--- src/rtl/mem_bus_arbiter_if.sv ---
// Bundles the CPU fetch (i_*), CPU data (d_*) and downstream memory (m_*) channels.
// slave: the arbiter's view; master: the environment (CPU + memory) view.
interface mem_bus_arbiter_if #(
    parameter int ADDR_W = 32,
    parameter int DATA_W = 32
);
    localparam int STRB_W = DATA_W / 8;

    logic [ADDR_W-1:0] i_addr;
    logic              i_req_valid;
    logic              i_req_ready;
    logic [DATA_W-1:0] i_rdata;
    logic              i_rvalid;
    logic              i_rready;

    logic [ADDR_W-1:0] d_addr;
    logic              d_write;
    logic [DATA_W-1:0] d_wdata;
    logic [STRB_W-1:0] d_wstrb;
    logic              d_read;
    logic              d_req_ready;
    logic [DATA_W-1:0] d_rdata;
    logic              d_rvalid;
    logic              d_rready;

    logic [ADDR_W-1:0] m_addr;
    logic              m_write;
    logic [DATA_W-1:0] m_wdata;
    logic [STRB_W-1:0] m_wstrb;
    logic              m_read;
    logic              m_req_ready;
    logic [DATA_W-1:0] m_rdata;
    logic              m_rvalid;
    logic              m_rready;

    modport slave (
        input  i_addr, i_req_valid, i_rready,
        input  d_addr, d_write, d_wdata, d_wstrb, d_read, d_rready,
        input  m_req_ready, m_rdata, m_rvalid,
        output i_req_ready, i_rdata, i_rvalid,
        output d_req_ready, d_rdata, d_rvalid,
        output m_addr, m_write, m_wdata, m_wstrb, m_read, m_rready
    );

    modport master (
        output i_addr, i_req_valid, i_rready,
        output d_addr, d_write, d_wdata, d_wstrb, d_read, d_rready,
        output m_req_ready, m_rdata, m_rvalid,
        input  i_req_ready, i_rdata, i_rvalid,
        input  d_req_ready, d_rdata, d_rvalid,
        input  m_addr, m_write, m_wdata, m_wstrb, m_read, m_rready
    );
endinterface

--- src/rtl/mem_bus_arbiter.sv ---
// Shares one memory port between CPU fetch (I) and load/store (D); one transaction in flight.
// Latency: grant, >=1 issue, >=1 response cycle (read best case 3); 1 idle bubble between.
// Backpressure: loser and busy requesters see req_ready=0; m_req_ready/rready stall in place. ARB_RR_EN selects round-robin.
module mem_bus_arbiter #(
    parameter int ADDR_W = 32,
    parameter int DATA_W = 32
) (
    input  logic                 clk,
    input  logic                 rst,
    mem_bus_arbiter_if.slave     bus
);
    localparam int STRB_W = DATA_W / 8;

    typedef enum logic [1:0] {IDLE, ISSUE, RESP} state_t;
    typedef enum logic {OWN_I, OWN_D} owner_t;

    state_t            state_q;
    owner_t            owner_q;
    logic [ADDR_W-1:0] m_addr_q;
    logic [DATA_W-1:0] m_wdata_q;
    logic [STRB_W-1:0] m_wstrb_q;
    logic              m_read_q;
    logic              m_write_q;
`ifdef ARB_RR_EN
    owner_t            last_grant_q;
`endif

    logic i_req;
    logic d_req;
    logic grant_i;
    logic grant_d;
    logic in_idle;
    logic in_resp;
    logic m_rready_c;

    assign i_req   = bus.i_req_valid;
    assign d_req   = bus.d_write | bus.d_read;
    assign in_idle = (state_q == IDLE);
    assign in_resp = (state_q == RESP);

`ifdef ARB_RR_EN
    // On contention the side that did not win last time takes the port.
    assign grant_d = d_req & (~i_req | (last_grant_q == OWN_I));
`else
    assign grant_d = d_req;
`endif
    assign grant_i = i_req & ~grant_d;

    assign bus.i_req_ready = in_idle & grant_i;
    assign bus.d_req_ready = in_idle & grant_d;

    // Outside RESP any response is a leftover and is drained unconditionally.
    assign m_rready_c = in_resp ? ((owner_q == OWN_I) ? bus.i_rready : bus.d_rready) : 1'b1;

    assign bus.m_rready = m_rready_c;
    assign bus.i_rvalid = in_resp & (owner_q == OWN_I) & bus.m_rvalid;
    assign bus.d_rvalid = in_resp & (owner_q == OWN_D) & bus.m_rvalid;
    assign bus.i_rdata  = bus.m_rdata;
    assign bus.d_rdata  = bus.m_rdata;

    assign bus.m_addr  = m_addr_q;
    assign bus.m_wdata = m_wdata_q;
    assign bus.m_wstrb = m_wstrb_q;
    assign bus.m_read  = m_read_q;
    assign bus.m_write = m_write_q;

    always_ff @(posedge clk) begin
        if (rst) begin
            state_q      <= IDLE;
            owner_q      <= OWN_I;
            m_addr_q     <= '0;
            m_wdata_q    <= '0;
            m_wstrb_q    <= '0;
            m_read_q     <= 1'b0;
            m_write_q    <= 1'b0;
`ifdef ARB_RR_EN
            last_grant_q <= OWN_I;
`endif
        end else begin
            case (state_q)
                IDLE: begin
                    if (grant_d) begin
                        // A write with d_read also set is still only a write.
                        owner_q   <= OWN_D;
                        m_addr_q  <= bus.d_addr;
                        m_wdata_q <= bus.d_write ? bus.d_wdata : '0;
                        m_wstrb_q <= bus.d_write ? bus.d_wstrb : '0;
                        m_write_q <= bus.d_write;
                        m_read_q  <= ~bus.d_write;
                        state_q   <= ISSUE;
`ifdef ARB_RR_EN
                        last_grant_q <= OWN_D;
`endif
                    end else if (grant_i) begin
                        owner_q   <= OWN_I;
                        m_addr_q  <= bus.i_addr;
                        m_wdata_q <= '0;
                        m_wstrb_q <= '0;
                        m_write_q <= 1'b0;
                        m_read_q  <= 1'b1;
                        state_q   <= ISSUE;
`ifdef ARB_RR_EN
                        last_grant_q <= OWN_I;
`endif
                    end
                end
                ISSUE: begin
                    if (bus.m_req_ready) begin
                        m_read_q  <= 1'b0;
                        m_write_q <= 1'b0;
                        state_q   <= m_write_q ? IDLE : RESP;
                    end
                end
                RESP: begin
                    if (bus.m_rvalid && m_rready_c) begin
                        state_q <= IDLE;
                    end
                end
                default: state_q <= IDLE;
            endcase
        end
    end
endmodule

--- src/flat_wrapper.sv ---
// flat-port wrapper written by rule: the top's interface ports become plain ports
module mem_bus_arbiter_flat 
#(
    parameter int ADDR_W = 32,
    parameter int DATA_W = 32
)
  (clk, rst, bus_i_addr, bus_i_req_valid, bus_i_rready, bus_d_addr, bus_d_write, bus_d_wdata, bus_d_wstrb, bus_d_read, bus_d_rready, bus_m_req_ready, bus_m_rdata, bus_m_rvalid, bus_i_req_ready, bus_i_rdata, bus_i_rvalid, bus_d_req_ready, bus_d_rdata, bus_d_rvalid, bus_m_addr, bus_m_write, bus_m_wdata, bus_m_wstrb, bus_m_read, bus_m_rready);
  mem_bus_arbiter_if #(.ADDR_W(ADDR_W), .DATA_W(DATA_W)) bus_i ();
  input  logic clk;
  input  logic rst;
  input wire logic [$bits(bus_i.i_addr)-1:0] bus_i_addr;
  input wire logic [$bits(bus_i.i_req_valid)-1:0] bus_i_req_valid;
  input wire logic [$bits(bus_i.i_rready)-1:0] bus_i_rready;
  input wire logic [$bits(bus_i.d_addr)-1:0] bus_d_addr;
  input wire logic [$bits(bus_i.d_write)-1:0] bus_d_write;
  input wire logic [$bits(bus_i.d_wdata)-1:0] bus_d_wdata;
  input wire logic [$bits(bus_i.d_wstrb)-1:0] bus_d_wstrb;
  input wire logic [$bits(bus_i.d_read)-1:0] bus_d_read;
  input wire logic [$bits(bus_i.d_rready)-1:0] bus_d_rready;
  input wire logic [$bits(bus_i.m_req_ready)-1:0] bus_m_req_ready;
  input wire logic [$bits(bus_i.m_rdata)-1:0] bus_m_rdata;
  input wire logic [$bits(bus_i.m_rvalid)-1:0] bus_m_rvalid;
  output wire logic [$bits(bus_i.i_req_ready)-1:0] bus_i_req_ready;
  output wire logic [$bits(bus_i.i_rdata)-1:0] bus_i_rdata;
  output wire logic [$bits(bus_i.i_rvalid)-1:0] bus_i_rvalid;
  output wire logic [$bits(bus_i.d_req_ready)-1:0] bus_d_req_ready;
  output wire logic [$bits(bus_i.d_rdata)-1:0] bus_d_rdata;
  output wire logic [$bits(bus_i.d_rvalid)-1:0] bus_d_rvalid;
  output wire logic [$bits(bus_i.m_addr)-1:0] bus_m_addr;
  output wire logic [$bits(bus_i.m_write)-1:0] bus_m_write;
  output wire logic [$bits(bus_i.m_wdata)-1:0] bus_m_wdata;
  output wire logic [$bits(bus_i.m_wstrb)-1:0] bus_m_wstrb;
  output wire logic [$bits(bus_i.m_read)-1:0] bus_m_read;
  output wire logic [$bits(bus_i.m_rready)-1:0] bus_m_rready;
  assign bus_i.i_addr = bus_i_addr;
  assign bus_i.i_req_valid = bus_i_req_valid;
  assign bus_i.i_rready = bus_i_rready;
  assign bus_i.d_addr = bus_d_addr;
  assign bus_i.d_write = bus_d_write;
  assign bus_i.d_wdata = bus_d_wdata;
  assign bus_i.d_wstrb = bus_d_wstrb;
  assign bus_i.d_read = bus_d_read;
  assign bus_i.d_rready = bus_d_rready;
  assign bus_i.m_req_ready = bus_m_req_ready;
  assign bus_i.m_rdata = bus_m_rdata;
  assign bus_i.m_rvalid = bus_m_rvalid;
  assign bus_i_req_ready = bus_i.i_req_ready;
  assign bus_i_rdata = bus_i.i_rdata;
  assign bus_i_rvalid = bus_i.i_rvalid;
  assign bus_d_req_ready = bus_i.d_req_ready;
  assign bus_d_rdata = bus_i.d_rdata;
  assign bus_d_rvalid = bus_i.d_rvalid;
  assign bus_m_addr = bus_i.m_addr;
  assign bus_m_write = bus_i.m_write;
  assign bus_m_wdata = bus_i.m_wdata;
  assign bus_m_wstrb = bus_i.m_wstrb;
  assign bus_m_read = bus_i.m_read;
  assign bus_m_rready = bus_i.m_rready;
  mem_bus_arbiter #(.ADDR_W(ADDR_W), .DATA_W(DATA_W)) u_core (.clk(clk), .rst(rst), .bus(bus_i));
endmodule
--- config.mk ---
export PLATFORM = sky130hd
export DESIGN_NAME = mem_bus_arbiter_flat
export DESIGN_NICKNAME = d
export VERILOG_FILES = /design/src/rtl/mem_bus_arbiter_if.sv /design/src/rtl/mem_bus_arbiter.sv /design/src/flat_wrapper.sv
export SDC_FILE = /design/constraint.sdc
export NUM_CORES = 1
export LEC_CHECK = 0
export BUFFER_PORTS_ARGS = -buffer_cell sky130_fd_sc_hd__buf_2
export CAP_MARGIN = 20
export CORE_AREA = 2 2 108 110
export CTS_CLUSTER_DIAMETER = 150
export CTS_CLUSTER_SIZE = 40
export DETAILED_ROUTE_END_ITERATION = 10
export DIE_AREA = 0 0 110 112
export GPL_ROUTABILITY_DRIVEN = 0
export PLACE_DENSITY = 0.64
export SLEW_MARGIN = 40
export SYNTH_ARGS = -nofsm -noshare
export SYNTH_HDL_FRONTEND = slang
export SYNTH_SLANG_ARGS = --single-unit
--- constraint.sdc ---
create_clock -name clk -period 1.66 [get_ports clk]
set_clock_uncertainty 0.1 [all_clocks]
set_input_delay 0.083 -clock clk [delete_from_list [all_inputs] [get_ports clk]]
set_output_delay 0.083 -clock clk [all_outputs]
set_load 0.05 [all_outputs]
==> summary.md <==
| Metric | Value |
|---|---|
| Grt total ovfl | 0 |
| Yosys reg bits | 73 |
| Die ar. | 12320 sq um |
| Critical Path Fanout Max | 6 |
| Crit-path cells | buf_4, nor2_4, buf_12, and3_1, buf_12 |
| Clk sinks | 73 |
| Fin crit period | 1592 ps |
| Worst path max stage delay | 350 ps |
| Comb pwr share | 30.6% |
| Worst-path clk slew | 60 ps |
| Clk_lat worst skew | 320 ps |
| R2r endpoint | u_core.bus.m_addr[20]$_SDFFE_PP0P_ |
| Via Count | 3940 |
| Synth Area in Simple Gates | 10.91% |
| Commonest cells in the netlist | 73 x dfxtp_1, 71 x nand2_1, 68 x o21ai_0 |
| Start of the worst register-to-register path | u_core.state_q[1]$_SDFFE_PP0P_ |
| Detailed Routing Iterations Pass 1 | 4 |
| Req. time, crit path | 1480 ps |
| Cells after Synth | 445 |
| Buffers on Ports | 183 |
| DRC | 0 |
| Slowest CP cell | dfxtp_2 |
| Max clock buf depth | 2 |
| Vias in the first global route | 3788 |
| Number of synthesized flops with an enable pin | 0 |
| Hold WC Path Type | primary input to register |
| FF-to-FF setup slack | 110 ps |
| GR Util All Layers | 19.56% |
| Reg power frac | 35.2% |
| Routed Wire Length | 12470 microns |
| Largest family of logic cells by synthesized area | compound AO/OA/AOI/OAI gates |
| Ranking of synthesized cells by area | dfxtp_1 40%, buf_4 14%, o21ai_0 9.3%, a21oi_1 8.0%, a311oi_1 7.6% |
| Mapped cell area | 3669 sq um |
| Synth area leader | dfxtp_1 |
| H-Tree Depth | 3 |
| Root Buffer | clkbuf_16 |
| Period Utilization, post-route | 95.89% |
| Row count | 39 |
| Sw power | 1930 uW |
| Placed cells | 681 |
| Critical path class | register to output port |
| Share of cells above drive strength 1 | 36.31% |
| Ys flop type | dfxtp_1 |
| Clock group share of total power | 34.2% |
| Finished Layout Cells | 804 |
| Synth Area in Compound Gates | 28.89% |
| Worst slew pin tran | 520.9 ps |
| Core Area | 11170 sq um |
| Fmax | 628.2 MHz |
| Die width | 110 microns |
| Outcome | finished clean |
| Crit path launch type | register |
| Post-synthesis mux area share | 0.2729% |
| CP dominant cell by count | buf_12 |
| Top cell type's share of synthesized area | 39.84% |
| Pwr Density | 1015 nW/um^2 |
| Switching Fraction | 33.64% |
| Worst setup EP type | output port |
| CTS tree | yes |
| Worst path top cell family by delay | buffers and inverters |
| Final Core Density | 50.58% |
| Most numerous cell in the Yosys netlist | dfxtp_1 |
| Tot Pwr | 5738 uW |
| Peak supply drop | 0.0004431 V |
| Area delta synth->final | 54.06% |
| Pin count of the biggest net entering global routing | 37 |
| Cells on worst reg2reg path | 6 |
| CTS Buf Count | 9 |
| Distinct cells, synth | 29 |
| Antenna diodes | 0 |
| Wirelength per Cell | 15.51 microns |
| Hold endpoint | u_core.bus.m_write$_SDFFE_PP0P_ |
| Asr flop ratio synth | 0% |
| Worst Path Buf+Inv | 3 |
| Post-Synth Adder-Cell Area | 0% |
| Via-per-instance ratio | 4.900 |
| Initial antenna violation count | 0 |
| Max-Slew Margin vs Limit | 65.27% |
| Net Count, Synth | 586 |
| Hold Crit Start | bus_d_write |
| Syn Area/Cell | 8.244 sq um |
| Initial DRC count | 364 |
| Pint | 3808 uW |
| WHS | 57.72 ps |
| Final hold viol count | 0 |
| Max-cap viol count | 0 |
| Max Slew Vio Count | 0 |
| Dpl hpwl | 7876 microns |
| RSZ-0062 raised after global routing | no |
| Nets | 798 |
| DRT antenna net count | 0 |
| Post-synthesis sequential area ratio | 39.84% |
| YS warnings | 0 |
| First-pass GRT wire length | 18830 microns |
| Leakage | 0.002485 uW |
| Final setup violation count | 0 |
| Min-Delay Path Depth | 3 |
| Arrival @ worst endpoint | 1410 ps |
| Die Y | 112 microns |
| Setup TNS | 0 ps |
| Starting Density | 32.83% |
| I/O Pins | 280 |
| Xor/xnor share of the synthesized area | 0% |
==> layout make-up <==
class                      count  area, sq um
timing repair buffer         306         2213
clock inverter                 4        51.30
tap                          143        178.9
multi-input combinational    267         1491
clock buffer                  11        252.7
fill                         983         5523
sequential                    73         1464
==> cells in the final DEF (no fill, tap or decap), types with 2 or more instances in the layout <==
master         synthesis  final
dfxtp_2                0      2
a311oi_1              32     32
a21oi_2               11     11
dlygate4sd3_1          0    104
or3_1                  2      2
nand2_1               71     71
and3_1                 2      2
buf_12                 0      6
nor2_4                 1      2
o21ai_0               68     68
nor2_1                 3      2
dfxtp_1               73     71
nor2_2                 2      2
a21oi_1               59     59
clkbuf_16              0      9
buf_4                 66     15
o31ai_1                2      2
clkbuf_8               0      2
buf_2                 12    179
==> power groups by stage <==
stage	Sequential (uW)	Clock, uW	Combinational (uW)
6_report	2020	1960	1760
5_1_grt	2040	2090	1880
4_1_cts	2020	2010	1760
3_5_place_dp	2050	0	1510
3_3_place_gp	2040	0	1500
2_1_floorplan	2590	0	947
==> routing by layer <==
metal | wire length (microns) | GRT usage, % | up-vias
met3 | 894 | 5.269 | 20
met1 | 4990 | 21.38 | 1781
met5 | 0 | 0 | -
li1 | - | - | 1939
met2 | 6373 | 35.91 | 200
met4 | 210 | 6.076 | 0
==> flip-flops by register name (all words and copies together) (netlist names) <==
name                count
u_core.bus.m_addr      32
u_core.owner_q          1
u_core.bus.m_wdata     32
u_core.bus.m_wstrb      4
u_core.bus.m_read       1
u_core.bus.m_write      1
u_core.state_q          2
==> metrics by stage <==
step / worst slack, ps / instance area, sq um
after global placement: 140.4 / 4232
after detailed placement: 11.72 / 4232
after floorplan: 52.63 / 3671
after global routing: 3.388 / 5652
final: 68.19 / 5652
after CTS: 14.06 / 5643
==> worst max-delay path by stage <==
stage,startpoint,end,slack [ps],cells past startpoint
6_report,u_core.state_q[1]$_SDFFE_PP0P_,bus_i_req_ready,70,5
5_1_grt,u_core.state_q[1]$_SDFFE_PP0P_,bus_i_req_ready,3,5
4_1_cts,u_core.state_q[1]$_SDFFE_PP0P_,bus_d_rvalid,10,4
3_5_place_dp,u_core.state_q[0]$_SDFFE_PP0P_,u_core.bus.m_addr[24]$_SDFFE_PP0P_,10,4
3_3_place_gp,u_core.state_q[0]$_SDFFE_PP0P_,u_core.bus.m_addr[4]$_SDFFE_PP0P_,140,4
2_1_floorplan,u_core.state_q[1]$_SDFFE_PP0P_,u_core.owner_q$_SDFFE_PP0P_,50,5
==> tightest hold or removal path: cells and delay by family <==
family / cells / cell delay [ps]
AO/OA/AOI/OAI: 1 / 50
buffers and inverters: 1 / 200
AND/OR/NAND/NOR: 1 / 90
==> cells by family (layout without fill, tap and decap cells) <==
group / Yosys count / after routing
simple gates: 89 / 90
flops: 73 / 73
buf+inv: 106 / 321
mux: 1 / 1
compound gates: 176 / 176
==> timing repair <==
action	in CTS	in global routing
gates resized for setup	6	2
pin swaps	2	2
hold endpoints to repair	70	0
endpoints found under the setup margin	5	3
cloned	2	0
buffers inserted	2	0
hold buffers	104	0
No activity file was read; power rests on OpenSTA's default activity.
